`config.mk`:
```
export PLATFORM = sky130hd
export DESIGN_NAME = if_id_inst_queue_flat
export DESIGN_NICKNAME = d
export VERILOG_FILES = /design/src/rtl/if_id_inst_queue_if.sv /design/src/rtl/if_id_inst_queue.sv /design/src/flat_wrapper.sv
export SDC_FILE = /design/constraint.sdc
export NUM_CORES = 1
export LEC_CHECK = 0
export ABC_AREA = 1
export ABC_CLOCK_PERIOD_IN_PS = 4500
export CORE_ASPECT_RATIO = 2
export CORE_MARGIN = 8
export CORE_UTILIZATION = 56
export CTS_CLUSTER_SIZE = 16
export DETAILED_ROUTE_END_ITERATION = 8
export PLACE_DENSITY = 0.78
export SKIP_CTS_REPAIR_TIMING = 1
export SLEW_MARGIN = 10
export SYNTH_ARGS = -nofsm -noshare
export SYNTH_HDL_FRONTEND = slang
export SYNTH_SLANG_ARGS = --single-unit
```
`constraint.sdc`:
```
create_clock -name clk -period 4.5 [get_ports clk]
set_clock_uncertainty 0.1 [all_clocks]
set_input_delay 1.35 -clock clk [delete_from_list [all_inputs] [get_ports clk]]
set_output_delay 1.35 -clock clk [all_outputs]
set_load 0.02 [all_outputs]
```
`src/rtl/if_id_inst_queue_if.sv`:
```
// ---------------------------------------------------------------------------
// if_id_inst_queue_if
//   Bundles the IF-side fetch handshake, the SRAM return data, the ID-side
//   head/consume handshake and the flush/status signals of the IF->ID
//   instruction queue.
//   master : IF/ID pipeline side (issues fetches, consumes the head, flushes)
//   slave  : the queue itself
//   Params : PC_WD, INST_WD, CNT_WD (= clog2(DEPTH+1) of the attached queue)
// ---------------------------------------------------------------------------
interface if_id_inst_queue_if #(
  parameter int PC_WD   = 32,
  parameter int INST_WD = 32,
  parameter int CNT_WD  = 3
);
  logic               fetch_valid;
  logic [PC_WD-1:0]   fetch_pc;
  logic               fetch_ready;
  logic [INST_WD-1:0] inst_sram_rdata;
  logic               id_valid;
  logic [PC_WD-1:0]   id_pc;
  logic [INST_WD-1:0] id_inst;
  logic               id_ready;
  logic               flush;
  logic               slot_miss;
  logic [CNT_WD-1:0]  count;

  modport master (
    output fetch_valid, fetch_pc, inst_sram_rdata, id_ready, flush,
    input  fetch_ready, id_valid, id_pc, id_inst, slot_miss, count
  );

  modport slave (
    input  fetch_valid, fetch_pc, inst_sram_rdata, id_ready, flush,
    output fetch_ready, id_valid, id_pc, id_inst, slot_miss, count
  );
endinterface

```
`src/rtl/if_id_inst_queue.sv`:
```
// ---------------------------------------------------------------------------
// if_id_inst_queue
//   Instruction queue between IF and ID. Each accepted fetch PC is held as
//   "pending" for one cycle and paired with the SRAM word that returns in that
//   cycle; the pair is then stored in a DEPTH-entry circular buffer whose head
//   is presented combinationally to ID. A taken branch (flush) discards the
//   queue, optionally keeping the delay-slot instruction.
// Ports
//   clk, rst  : clock, asynchronous active-high reset
//   q (slave) : fetch_valid/fetch_pc/fetch_ready  fetch handshake
//               inst_sram_rdata                   SRAM data, 1 cycle after fetch
//               id_valid/id_pc/id_inst/id_ready   head handshake to ID
//               flush                             head is a taken branch
//               slot_miss                         flush found no delay slot
//               count                             valid entries held
// ---------------------------------------------------------------------------
module if_id_inst_queue #(
  parameter int DEPTH      = 4,
  parameter int PC_WD      = 32,
  parameter int INST_WD    = 32,
  parameter int DELAY_SLOT = 1
) (
  input logic                clk,
  input logic                rst,
  if_id_inst_queue_if.slave  q
);
  localparam int PTR_WD = (DEPTH > 1) ? $clog2(DEPTH) : 1;
  localparam int CNT_WD = $clog2(DEPTH + 1);
  localparam logic [CNT_WD:0] DEPTH_W = (CNT_WD + 1)'(DEPTH);

  typedef struct packed {
    logic [PC_WD-1:0]   pc;
    logic [INST_WD-1:0] inst;
  } entry_t;

  entry_t             mem [DEPTH];
  logic [PTR_WD-1:0]  rd_ptr, wr_ptr;
  logic [CNT_WD-1:0]  count_r;
  logic               pend_valid;
  logic [PC_WD-1:0]   pend_pc;
  logic               slot_miss_r;

  logic accept, pop, mem_we, has_head;

  // Wrap explicitly so non power-of-two depths work.
  function automatic logic [PTR_WD-1:0] ptr_inc(input logic [PTR_WD-1:0] p);
    return (p == PTR_WD'(DEPTH - 1)) ? '0 : p + PTR_WD'(1);
  endfunction

  // Reserve a slot for the in-flight read too, so a write never overflows.
  assign q.fetch_ready = ({1'b0, count_r} + {{CNT_WD{1'b0}}, pend_valid}) < DEPTH_W;

  assign has_head = (count_r != '0);
  assign accept   = q.fetch_valid & q.fetch_ready & ~q.flush;
  assign pop      = has_head & q.id_ready;

  // On flush the pending word is only kept when it is the delay slot, i.e.
  // the flushed branch was the sole entry. It lands at wr_ptr either way.
  assign mem_we = pend_valid & (~q.flush | ((DELAY_SLOT != 0) && (count_r == CNT_WD'(1))));

  always_ff @(posedge clk)
    if (mem_we) mem[wr_ptr] <= {pend_pc, q.inst_sram_rdata};

  always_ff @(posedge clk or posedge rst) begin
    if (rst) begin
      rd_ptr      <= '0;
      wr_ptr      <= '0;
      count_r     <= '0;
      pend_valid  <= 1'b0;
      pend_pc     <= '0;
      slot_miss_r <= 1'b0;
    end else begin
      slot_miss_r <= 1'b0;
      pend_valid  <= accept;
      if (accept) pend_pc <= q.fetch_pc;

      if (q.flush) begin
        // Head (the branch) is consumed in every flush case.
        if ((DELAY_SLOT == 0) || (count_r == '0)) begin
          rd_ptr  <= '0;
          wr_ptr  <= '0;
          count_r <= '0;
        end else if (count_r >= CNT_WD'(2)) begin
          rd_ptr  <= ptr_inc(rd_ptr);
          wr_ptr  <= ptr_inc(ptr_inc(rd_ptr));
          count_r <= CNT_WD'(1);
        end else if (pend_valid) begin
          rd_ptr  <= wr_ptr;
          wr_ptr  <= ptr_inc(wr_ptr);
          count_r <= CNT_WD'(1);
        end else begin
          rd_ptr      <= ptr_inc(rd_ptr);
          count_r     <= '0;
          slot_miss_r <= 1'b1;
        end
      end else begin
        if (pend_valid) wr_ptr <= ptr_inc(wr_ptr);
        if (pop)        rd_ptr <= ptr_inc(rd_ptr);
        count_r <= count_r + CNT_WD'(pend_valid) - CNT_WD'(pop);
      end
    end
  end

  // Head is never gated by flush: flush is decoded from id_inst in ID.
  assign q.id_valid  = has_head;
  assign q.id_pc     = has_head ? mem[rd_ptr].pc   : '0;
  assign q.id_inst   = has_head ? mem[rd_ptr].inst : '0;
  assign q.slot_miss = slot_miss_r;
  assign q.count     = count_r;
endmodule

```
`src/flat_wrapper.sv`:
```
// flat-port wrapper written by rule: the top's interface ports become plain ports
module if_id_inst_queue_flat 
#(
  parameter int DEPTH      = 4,
  parameter int PC_WD      = 32,
  parameter int INST_WD    = 32,
  parameter int DELAY_SLOT = 1
)
  (clk, rst, q_fetch_valid, q_fetch_pc, q_inst_sram_rdata, q_id_ready, q_flush, q_fetch_ready, q_id_valid, q_id_pc, q_id_inst, q_slot_miss, q_count);
  if_id_inst_queue_if #(.PC_WD(PC_WD), .INST_WD(INST_WD), .CNT_WD(3)) q_i ();
  input logic clk;
  input logic rst;
  input wire logic [$bits(q_i.fetch_valid)-1:0] q_fetch_valid;
  input wire logic [$bits(q_i.fetch_pc)-1:0] q_fetch_pc;
  input wire logic [$bits(q_i.inst_sram_rdata)-1:0] q_inst_sram_rdata;
  input wire logic [$bits(q_i.id_ready)-1:0] q_id_ready;
  input wire logic [$bits(q_i.flush)-1:0] q_flush;
  output wire logic [$bits(q_i.fetch_ready)-1:0] q_fetch_ready;
  output wire logic [$bits(q_i.id_valid)-1:0] q_id_valid;
  output wire logic [$bits(q_i.id_pc)-1:0] q_id_pc;
  output wire logic [$bits(q_i.id_inst)-1:0] q_id_inst;
  output wire logic [$bits(q_i.slot_miss)-1:0] q_slot_miss;
  output wire logic [$bits(q_i.count)-1:0] q_count;
  assign q_i.fetch_valid = q_fetch_valid;
  assign q_i.fetch_pc = q_fetch_pc;
  assign q_i.inst_sram_rdata = q_inst_sram_rdata;
  assign q_i.id_ready = q_id_ready;
  assign q_i.flush = q_flush;
  assign q_fetch_ready = q_i.fetch_ready;
  assign q_id_valid = q_i.id_valid;
  assign q_id_pc = q_i.id_pc;
  assign q_id_inst = q_i.id_inst;
  assign q_slot_miss = q_i.slot_miss;
  assign q_count = q_i.count;
  if_id_inst_queue #(.DEPTH(DEPTH), .PC_WD(PC_WD), .INST_WD(INST_WD), .DELAY_SLOT(DELAY_SLOT)) u_core (.clk(clk), .rst(rst), .q(q_i));
endmodule
```
==> results of run 1 <==
[worst paths after layout]
check	start	to	slack, ns	depth (start not counted)
worst max-delay path	u_core.rd_ptr[1]	q_id_inst[29]	0.20	6
worst min-delay path	u_core.pend_pc[17]	u_core.mem[3][49]	0.42	0
worst max register to register	u_core.q.count[0]	u_core.q.count[2]	1.84	12
worst min register to register	u_core.pend_pc[17]	u_core.mem[3][49]	0.42	0
max in group asynchronous	rst	u_core.pend_pc[9]	2.43	3
min in group asynchronous	rst	u_core.rd_ptr[0]	1.20	2
[cell type report]
cell class | instances | area (µm²)
Clock buffer | 37 | 711
Fill cell | 1478 | 6550
Timing Repair Buffer | 158 | 1620
Sequential cell | 297 | 8720
Multi-Input combinational cell | 614 | 2720
Clock inverter | 7 | 91.3
Tap cell | 269 | 337
Inverter | 24 | 91.3
[where the power goes]
part / switching (µW) / total, µW / internal, µW
clock: 898 / 2110 / 1210
sequential: 270 / 3740 / 3470
combinational: 2280 / 3740 / 1460
[through the flow]
| stage | std cells | area (µm²) | setup TNS (ns) | hold slack (ns) | utilization [%] |
|---|---|---|---|---|---|
| 2_1_floorplan | 991 | 11800 | -114.04 | 0.376 | - |
| 3_3_place_gp | 1362 | 13500 | 0 | 0.385 | 64.7 |
| 3_5_place_dp | 1362 | 13500 | 0 | 0.397 | 64.7 |
| 4_1_cts | 1406 | 14300 | 0 | 0.413 | 68.6 |
| 5_1_grt | 1406 | 14300 | 0 | 0.432 | 68.6 |
| 6_report | 1406 | 14300 | 0 | 0.416 | 68.6 |
[logic make-up after synthesis]
logic type	count (synthesis)
flip-flops	297
AO/OA/AOI/OAI	204
buffers and inverters	80
adder cells (fa/ha/maj)	10
AND/OR/NAND/NOR	398
XOR/XNOR	2
[layout by cell type, fill, tap and decap left out, drive strengths merged, types with 9 or more instances in the layout]
| cell type | netlist | routed |
|---|---|---|
| a21oi | 68 | 68 |
| buf | 34 | 20 |
| clkbuf | 22 | 37 |
| clkdlybuf4s50 | 0 | 138 |
| dfrtp | 41 | 41 |
| edfxtp | 256 | 256 |
| ha | 9 | 9 |
| inv | 24 | 23 |
| nand2 | 120 | 120 |
| nor2 | 269 | 269 |
| o21ai | 135 | 135 |
[registers in the layout, summed over array words and instances (netlist names)]
name and count:
u_core.q.slot_miss 1, u_core.mem 256, u_core.rd_ptr 2, u_core.wr_ptr 2
u_core.pend_valid 1, u_core.q.count 3, u_core.pend_pc 32
[layer usage]
| metal | share of wire [%] | GRT usage (%) |
|---|---|---|
| met5 | 0.057 | 0 |
| met4 | 2.7 | 7.47 |
| met3 | 4.2 | 3.26 |
| met2 | 56 | 38.3 |
| met1 | 37 | 21.2 |
[Yosys cell counts, types with 2 or more instances]
cell type and instances:
buf_1 6, ha_1 9, edfxtp_1 256, buf_6 3
clkbuf_1 22, nand3_1 5, inv_2 3, o21ai_0 133
a21oi_1 68, inv_1 21, buf_4 2, nor2_1 269
o21ai_1 2, buf_2 23, nand2_1 120, dfrtp_1 41
[worst register-to-register path, cell delays in order, from the launching register on]
cell and delay, ns:
dfrtp_1 0.45, nor2_1 0.17, nand2_1 0.14, inv_2 0.27
buf_12 0.24, nor2_1 0.08, ha_1 0.28, inv_1 0.06
ha_1 0.13, inv_1 0.05, fa_1 0.36, o21ai_0 0.16
a21oi_1 0.06
==> flow_summary.toml, run 1 <==
[status]
status = "completed"

[synth]
synth_area_leader_cell = "edfxtp_1"
yosysWarnings = 0
ys_seq_elements = 297
synth_simple_gate_area_share_pct = 12.9
synth_area_leaders = "edfxtp_1 (65%), dfrtp_1 (8.7%), nor2_1 (8.6%)"
synth_top_area_share_pct = 65.4
synth_top_family_by_area = "simple AND/OR/NAND/NOR gates"
syn_area_per_cell_um2 = 11.9
synth_fa_ha_area_share_pct = 1.13
synthFlopType = "edfxtp_1"
synth_cell_types = 24
syn_area_um2 = 11800
ys_seq_area_share_pct = 74.1
async_flop_share_pct = 13.8
synth-xor-area-share_pct = 0.149
syn-num-nets = 1070
synth_compound_area_share_pct = 8.70
synth_edf_count = 256
synthCells = 991
synthMuxAreaShare_pct = 0

[floorplan]
boundaryPins = 139
core_area_um2 = 20800
die_w_um = 118
die_area_um2 = 26200
fp-row-count = 75
start_util_pct = 56.4
die_h_um = 221

[critical_path]
arrival_ns = 2.85
cp.required_ns = 3.05
cp-start-kind = "register"
crit_type = "register to output port"
cp_cell_sequence = "inv_2, buf_4, nor2_1, o21ai_0, a21oi_1, clkdlybuf4s50_1"
critical-path-top-delay-family = "buffers and inverters"
slowest_stage = "clkdlybuf4s50_1"
max_stage_delay_ns = 0.65
end_kind = "output port"
path_buf_inv = 3
cp_max_fo = 25

[timing]
hold_violations = 0
slew_viol_final = 0
rsz0062_at_grt = "no"
worstMarginPinSlew_ns = 0.764
finalCriticalPeriod_ns = 4.30
max_slew_margin_pct = 49.0
setup_slack_ns = 0.197
post-route-period-util_pct = 95.6
setup_viol = 0
fmax_ghz = 0.232

[detailed_routing]
drc_errors = 0
drt_iter0_drc = 533
num_vias = 7715
post_drt_wl_per_cell_um = 18.7
wirelength_um = 26300
ant_nets = 0
first_pass_iters = 5
vias_per_cell = 5.49

[clock_tree]
cts_tree = "done"
cts_buffers = 24
clock_path_buffers = 3
clock_latency_ns = 0.51
htree_levels = 1
cts-root-buf = "clkbuf_16"
clk_pin_slew_ns = 0.07
clock-sinks = 297

[grt]
grt_max_degree = 132
antenna_found_initial = 1
grtUsageTotal_pct = 20.0
grt_pass1_vias = 8131
grt-ovfl-total = 0
grt_pass1_wl_um = 42100

[final_layout]
drive_gt1_share_pct = 5.98
syn_to_final_growth_pct = 21.5
diodes = 0
final_nets = 1198

[placed_design]
port-buffer-count = 138
dp_slack_ns = 0.602
place.gp.congestion = 0.784
hpwl_um = 16100

[power_and_ir_drop]
vdd_ir_drop_max_mv = 0.546
powerDensity_nw_per_um2 = 671
fin_total_pwr_uw = 9580
p_leak_uw = 0.00515

[hold_path]
hold_class = "register to register"

[job]
drv_cap = 0
Power figures use the tool's default switching activity.
==> run 2: changes to the inputs <==
CORE_UTILIZATION = 45   (was 56)
PLACE_DENSITY = 0.64   (was 0.78)
==> run 2 against run 1 <==
Die area up 22%. Clock power hardly changed. Sequential cell count stayed put. Wire length up 5.2%. Via count down 1.0%. Cell count increased by 5.3%. Worst setup slack worse by 0.033 ns. Largest power group is now combinational cells.
==> flow_summary.toml, run 2 (synthesis results as in run 1) <==
[final_layout]
fin_cells = 1480
final_nets = 1200
largest_reg_flops = 256
design_area_um2 = 14400
drive_gt1_share_pct = 6.58
syn_to_final_growth_pct = 22.0
regMostFlops = "u_core.mem"
diodes = 0
final_cell_mix = "nor2_1 (265), edfxtp_1 (256), clkdlybuf4s50_1 (138), o21ai_0 (133), nand2_1 (120)"
final_common_cell = "nor2_1"

[placed_design]
hpwl_um = 16800
dp_cells = 1434
place.gp.congestion = 0.794
place_area_um2 = 13500
port-buffer-count = 138

[critical_path]
cp_cell_sequence = "buf_4, nor2_1, nor2_1, o21ai_0, a21oi_1, clkdlybuf4s50_1"
cpMostUsedCell = "nor2_1"
end_kind = "output port"
cp_max_fo = 54
cp-start-kind = "register"
path_buf_inv = 2
crit_type = "register to output port"
arrival_ns = 2.89
critical-path-top-delay-family = "buffers and inverters"
slowest_stage = "clkdlybuf4s50_1"
max_stage_delay_ns = 0.70
cp.required_ns = 3.05

[timing]
slew_viol_final = 0
worstMarginPinSlew_ns = 1.27
fmax_ghz = 0.231
timing.hold.ws_ns = 0.413
finalCriticalPeriod_ns = 4.34
rsz0062_at_grt = "no"
post-route-period-util_pct = 96.3
setup_viol = 0
hold_violations = 0
max_slew_margin_pct = 14.4

[clock_tree]
clock_latency_ns = 0.53
clock-sinks = 297
cts_tree = "done"
clk_pin_slew_ns = 0.07
htree_levels = 1
cts-root-buf = "clkbuf_16"
cts_buffers = 25
clock_path_buffers = 3

[detailed_routing]
wirelength_um = 27700
num_vias = 7634
post_drt_wl_per_cell_um = 18.7
first_pass_iters = 5
drt_iter0_drc = 493
drc_errors = 0
vias_per_cell = 5.16
ant_nets = 0

[power_and_ir_drop]
switching_power_uw = 3540
pwr-share-seq_pct = 38.6
power.share.switching_pct = 36.8
internal_power_uw = 6080
p_leak_uw = 0.00514
fin_total_pwr_uw = 9620
powerDensity_nw_per_um2 = 671
clkPwrFrac_pct = 21.9
p_comb_share_pct = 39.5
vdd_ir_drop_max_mv = 0.486

[grt]
antenna_found_initial = 1
grt_pass1_wl_um = 42900
grt_pass1_vias = 7837
grt-ovfl-total = 0
grtUsageTotal_pct = 17.6
grt_max_degree = 72

[floorplan]
core_area_um2 = 25700
fp-row-count = 83
die_area_um2 = 31900
die_h_um = 245
start_util_pct = 45.8
die_w_um = 130
boundaryPins = 139

[status]
status = "completed"

[job]
drv_cap = 0

[hold_path]
hold_class = "register to register"
## run 2: final timing paths
path                                       to  cells past startpoint                from  slack [ns]
min in group asynchronous  u_core.pend_pc[18]                      2                 rst        1.06
max                               q_id_pc[29]                      6    u_core.rd_ptr[0]        0.16
max reg2reg                 u_core.mem[3][29]                      4   u_core.q.count[1]        2.13
max in group asynchronous    u_core.rd_ptr[1]                      3                 rst        2.49
min reg2reg                 u_core.mem[2][48]                      0  u_core.pend_pc[16]        0.41
min                         u_core.mem[2][48]                      0  u_core.pend_pc[16]        0.41
## run 2: cell type report
type	count	area, µm²
fill	2219	11300
clock inverter	13	100
tap	340	425
sequential	297	8720
multi-input combinational	614	2720
inverter	24	91.3
timing repair buffer	159	1590
clock buffer	33	706
## run 2: worst reg2reg max path, cell delays in order, from the launching register on
cell	delay (ns)
dfrtp_1	0.50
nor3_1	0.10
o21ai_0	0.98
nor2_4	0
buf_4	0.32
## run 2: routing by layer
layer  up-vias  GRT usage [%]  wire (µm)
met5         -              0         13
met2       190           33.8      15400
met1      3731           18.5      10200
met3        46           2.35       1230
li1       3665              -          -
met4         2           6.84        897
## run 2: power groups by stage
stage | registers, µW | clock network [µW] | logic [µW]
after floorplan | 3710 | 0 | 2230
after global placement | 3760 | 0 | 3840
after detailed placement | 3770 | 0 | 3860
after CTS | 3710 | 2160 | 3870
after global routing | 3760 | 2260 | 4160
final | 3720 | 2110 | 3800
## run 2: through the flow
step	setup TNS (ns)	utilization (%)	worst slack, ns
after CTS	0	55.9	0.0907
after detailed placement	0	52.8	0.678
after global routing	0	55.9	0.0399
after floorplan	-114.04	-	-0.445
final	0	55.9	0.164
after global placement	0	52.8	0.669
